==> config.mk <==
export PLATFORM = sky130hd
export DESIGN_NAME = handshake_constant_arbiter
export DESIGN_NICKNAME = d
export VERILOG_FILES = /design/src/rtl/handshake_constant_arbiter.sv
export SDC_FILE = /design/constraint.sdc
export NUM_CORES = 1
export LEC_CHECK = 0
export BUFFER_PORTS_ARGS = -buffer_cell sky130_fd_sc_hd__buf_2
export CORE_MARGIN = 2
export CORE_UTILIZATION = 42
export CTS_CLUSTER_DIAMETER = 50
export DETAILED_ROUTE_END_ITERATION = 8
export PLACE_DENSITY = 0.79
export RECOVER_POWER = 50
export SYNTH_ARGS = -nofsm -noshare
export SYNTH_HDL_FRONTEND = slang
export SYNTH_SLANG_ARGS = --single-unit
==> constraint.sdc <==
create_clock -name clk -period 2.32 [get_ports clk]
set_input_delay 0.464 -clock clk [delete_from_list [all_inputs] [get_ports clk]]
set_output_delay 0.464 -clock clk [all_outputs]
set_load 0.05 [all_outputs]
==> src/rtl/handshake_constant_arbiter.sv <==
// handshake_constant_arbiter
// Round-robin arbiter that routes per-requester constants from a parameter
// table onto one shared output channel. A one-slot elastic output register
// supports a full-throughput load and consume in the same cycle.
//
// Handshake rule (both sides): a token moves on a rising edge exactly when
// valid and ready are both high at that edge. A producer may drop valid
// without a handshake. The output channel keeps outs and outs_index stable
// while outs_valid=1 and outs_ready=0. ctrl_ready depends combinationally
// only on ctrl_valid, outs_ready and rst.
module handshake_constant_arbiter #(
  parameter int DATA_WIDTH = 32,
  parameter int NUM_REQ = 4,
  parameter logic [DATA_WIDTH*NUM_REQ-1:0] CONST_TABLE =
    128'h000000C8_00000064_0000000A_00000001,
  localparam int IDX_WIDTH = $clog2(NUM_REQ)
) (
  input  logic                  clk,
  input  logic                  rst,
  input  logic [NUM_REQ-1:0]    ctrl_valid,
  output logic [NUM_REQ-1:0]    ctrl_ready,
  output logic [DATA_WIDTH-1:0] outs,
  output logic [IDX_WIDTH-1:0]  outs_index,
  output logic                  outs_valid,
  input  logic                  outs_ready
);

  // The output register is the only FSM; outs_valid is its state bit.
  typedef enum logic {
    EMPTY = 1'b0,
    FULL  = 1'b1
  } state_t;

  state_t                 state;
  state_t                 state_next;
  logic [IDX_WIDTH-1:0]   ptr;
  logic [IDX_WIDTH-1:0]   ptr_next;
  logic [IDX_WIDTH-1:0]   grant_idx;
  logic                   grant_valid;
  logic                   load_en;
  logic                   transfer;
  logic [DATA_WIDTH-1:0]  const_rom [NUM_REQ];

  // Unpack the flattened constant table into one entry per requester.
  for (genvar gi = 0; gi < NUM_REQ; gi++) begin : g_rom
    assign const_rom[gi] = CONST_TABLE[gi*DATA_WIDTH +: DATA_WIDTH];
  end

  // The register can accept a token when empty or when its token leaves now.
  assign load_en    = (state == EMPTY) | outs_ready;
  assign outs_valid = (state == FULL);

  // Search ctrl_valid from ptr upward, wrapping modulo NUM_REQ; first hit wins.
  always_comb begin
    int                   cand;
    logic [IDX_WIDTH-1:0] cand_idx;
    grant_valid = 1'b0;
    grant_idx   = '0;
    cand        = 0;
    cand_idx    = '0;
    for (int k = 0; k < NUM_REQ; k++) begin
      cand = int'(ptr) + k;
      if (cand >= NUM_REQ) begin
        cand = cand - NUM_REQ;
      end
      cand_idx = cand[IDX_WIDTH-1:0];
      if (!grant_valid && ctrl_valid[cand_idx]) begin
        grant_valid = 1'b1;
        grant_idx   = cand_idx;
      end
    end
  end

  // One-hot ready toward the granted requester; nothing is granted in reset.
  always_comb begin
    ctrl_ready = '0;
    if (load_en && grant_valid && rst) begin
      ctrl_ready[grant_idx] = 1'b1;
    end
  end

  assign transfer = |(ctrl_valid & ctrl_ready);

  // Priority moves to the requester just after the one that was served.
  always_comb begin
    if (grant_idx == IDX_WIDTH'(NUM_REQ - 1)) begin
      ptr_next = '0;
    end else begin
      ptr_next = grant_idx + 1'b1;
    end
  end

  // Output register state: fill on a transfer, drain on a consume, else hold.
  always_comb begin
    state_next = state;
    if (transfer) begin
      state_next = FULL;
    end else if (outs_ready) begin
      state_next = EMPTY;
    end
  end

  // State register; reset drops any token held in the output slot.
  always_ff @(posedge clk) begin
    if (!rst) begin
      state <= EMPTY;
    end else begin
      state <= state_next;
    end
  end

  // Payload and priority pointer change only when a token is loaded.
  always_ff @(posedge clk) begin
    if (!rst) begin
      outs       <= '0;
      outs_index <= '0;
      ptr        <= '0;
    end else if (transfer) begin
      outs       <= const_rom[grant_idx];
      outs_index <= grant_idx;
      ptr        <= ptr_next;
    end
  end

endmodule

==> summary.txt <==
Outcome
  • Outcome: finished clean

Finish
  • Filler instances: 178
  • Ant diodes: 0
  • Area grow syn2layout: 6.77%
  • Final nets: 125
  • Util after Layout: 0.467
  • Share of cells above drive strength 1: 0.221
  • Final std cells w/o fill: 130

Timing
  • Fmax: 446 MHz
  • Final worst slack: 77.8 ps
  • Final Hold Viols: 0
  • Max-slew violations: 0
  • RSZ-0062 raised after global routing: no
  • Worst Skew: 6.72 ps
  • Tcrit/Tclk final: 0.966
  • Post-route minimum period: 2240 ps
  • Setup Viol. Count Final: 0
  • WHS: 464 ps
  • Slew at the pin closest to its max-slew limit: 602 ps
  • Relative slew slack: 0.600

GRT
  • First-pass GRT wire length: 2.09 mm
  • Initial antenna violation count: 0
  • GRT Util Overall: 0.141
  • Largest net degree at the start of global routing: 8
  • Vias in the first global route: 486
  • Gr ovfl total: 0

Setup path
  • Crit path required time: 1860 ps
  • Kind of end point of the critical path: primary output
  • FF-to-FF Start: ptr[1]$_SDFFE_PN0P_
  • Crit path max fanout: 7
  • Critical path class: reg2out
  • Critical path's slowest cell: dfxtp_4
  • FF-to-FF End: outs[6]$_SDFFE_PN0P_
  • Critical Path End: ctrl_ready[1]
  • CP Launch Type: flip-flop
  • CP top delay family: flip-flops
  • Crit path buffers/inverters: 2
  • R2R cell count: 10
  • Worst path max stage delay: 370 ps
  • Critical Path Stages: 7
  • Critical path arrival: 1780 ps
  • CP cell instances: nand2b_1 -> a21o_2 -> o221ai_2 -> inv_1 -> ha_1 -> and2_1 -> buf_4
  • FF-to-FF setup slack: 160 ps
  • CP Launch Point: ptr[1]$_SDFFE_PN0P_

Floorplan
  • Initial Util: 0.438
  • Die area: 2110 um2
  • Core Region: 1690 um2
  • Row count: 15
  • I/O Pins: 46
  • Die Height: 46.0 um
  • Chip width: 46.0 um

Synth
  • Ys async rst share: 0
  • #FFs+latches synth: 9
  • Yosys warns: 0
  • Area contributors post-synth: buf_4, dfxtp_1, ha_1, a21oi_1, nand2_1
  • Top-area cell type share of the netlist area: 0.284
  • Main synth FF type: dfxtp_1
  • Yosys cell types: 26
  • Leading area contributor after synthesis: buf_4
  • Syn Inst Count: 91
  • Synth top cells by count: buf_4, nand2_1, a21oi_1, dfxtp_1
  • Post-synth EDFFs: 0
  • Top-count cell post-synth: buf_4
  • Synth Area per Inst: 8.13 um2
  • Seq/Total Area, Yosys: 0.244
  • Synth Cell Area: 739 um2

Clock tree
  • Hold Buf Count CTS: 0
  • Reg clk slew, reported paths: 60 ps
  • Worst-Skew Late Latency: 270 ps
  • Clk sinks: 9
  • CTS Buf Count: 3
  • CTS H-Tree Depth: 1
  • CTS tree: built
  • Root buf cell: clkbuf_4
  • Bufs on Longest Clock Path: 2

Detailed routing
  • Pre-Repair DR Iteration Count: 3
  • DRT Wirelength: 1.36 mm
  • Wire per inst: 10.4 um
  • ANT nets after route: 0
  • Vias: 594
  • DR iter-0 viols: 1
  • DRC Markers: 0
  • Via/cell ratio: 4.57

Placement
  • DP Worst Slack: -12.1 ps
  • Dpl cells: 126
  • Number of port buffers: 20
  • Final HPWL DP: 1.08 mm
  • Routability cong.: 0.858

Pwr
  • Pwr Density: 789 nW/um2
  • P_leak: 0.374 nW
  • Peak supply drop: 0.389 mV

Run
  • Number of max-cap violations: 0

Hold path
  • Hold WC Path Type: reg2reg
## worst min-delay path: stages, from the launching register on
cell,delay [ps]
dfxtp_1,310
nand2_1,50
a21oi_1,50
## through the flow
stage	instance area (um2)	TNS, ps	power (mW)
2_1_floorplan	830	0	0.480
3_3_place_gp	754	0	0.495
3_5_place_dp	754	-14.4	0.499
4_1_cts	788	0	0.623
5_1_grt	790	0	0.663
6_report	790	0	0.623
## flip-flops by register name, summed over array words and instances, names as in the netlist
signal      cells
outs            5
outs_index      1
outs_valid      1
ptr             2
## cell families after synthesis
family | count (synthesis) | synth area share
buf+inv | 34 | 0.327
fa+ha+maj | 4 | 0.0677
simple gates | 22 | 0.147
mux | 1 | 0.0135
flops | 9 | 0.244
other cells | 1 | 0.00507
compound gates | 20 | 0.196
## cells in the final DEF, fill, tap and decap left out
| master | instances |
|---|---|
| dfxtp_4 | 1 |
| a32o_1 | 1 |
| o2111a_1 | 1 |
| nand3_1 | 1 |
| conb_1 | 25 |
| buf_2 | 7 |
| ha_2 | 1 |
| inv_1 | 4 |
| nand2_1 | 12 |
| clkinv_2 | 1 |
| nor2_1 | 1 |
| and3_1 | 1 |
| o22ai_1 | 1 |
| buf_4 | 6 |
| and2_1 | 4 |
| a22o_2 | 1 |
| clkbuf_1 | 11 |
| o2111ai_2 | 1 |
| o21ai_0 | 1 |
| o221ai_1 | 1 |
| a22o_1 | 1 |
| a21oi_1 | 9 |
| clkbuf_4 | 3 |
| dfxtp_1 | 8 |
| o21a_1 | 1 |
| mux2i_2 | 1 |
| nand2b_1 | 2 |
| or4_4 | 1 |
| ha_1 | 3 |
| a21o_2 | 1 |
| o221ai_2 | 1 |
## where the power goes
group / leakage, nW / switching, mW / total [mW] / internal, mW
Sequential: 0.0741 / 0.0144 / 0.186 / 0.172
Combinational: 0.282 / 0.242 / 0.315 / 0.0734
Clock: 0.0177 / 0.0583 / 0.122 / 0.0637
Total: 0.374 / 0.314 / 0.623 / 0.309
## what timing repair did
| item | 4_1_cts | 5_1_grt |
|---|---|---|
| endpoints found under the hold margin | 0 | 0 |
| setup buffers | 0 | 0 |
| resized for setup | 3 | 6 |
| endpoints found under the setup margin | 4 | 6 |
## how the worst min path moves through the flow
stage	startpoint	endpoint	slack [ps]	depth (start not counted)
after detailed placement	outs[7]$_SDFFE_PN0P_	outs[7]$_SDFFE_PN0P_	450	2
after floorplan	ptr[0]$_SDFFE_PN0P_	ptr[0]$_SDFFE_PN0P_	490	1
after CTS	outs[0]$_SDFFE_PN0P_	outs[0]$_SDFFE_PN0P_	460	2
after global placement	outs[0]$_SDFFE_PN0P_	outs[0]$_SDFFE_PN0P_	450	2
after global routing	outs[1]$_SDFFE_PN0P_	outs[1]$_SDFFE_PN0P_	480	2
final	outs[1]$_SDFFE_PN0P_	outs[1]$_SDFFE_PN0P_	460	2
## metal layers
layer  GRT usage  vias up  wire, um
met3      0.0595        3        90
li1            -      300         -
met1       0.149      266       564
met2       0.253       25       689
met5           0        -         0
met4      0.0343        0        11
## final cells by class
cell class,instances,area (um2),area share
flip-flops and latches,9,184,0.233
clock inverters,1,5.00,0.00634
clock buffers,3,22.5,0.0285
inverters,4,15.0,0.0190
well taps,17,21.3,0.0269
multi-input cells,72,420,0.532
repair buffers,24,121,0.154
Note: power is estimated with default switching activity, not from simulation.
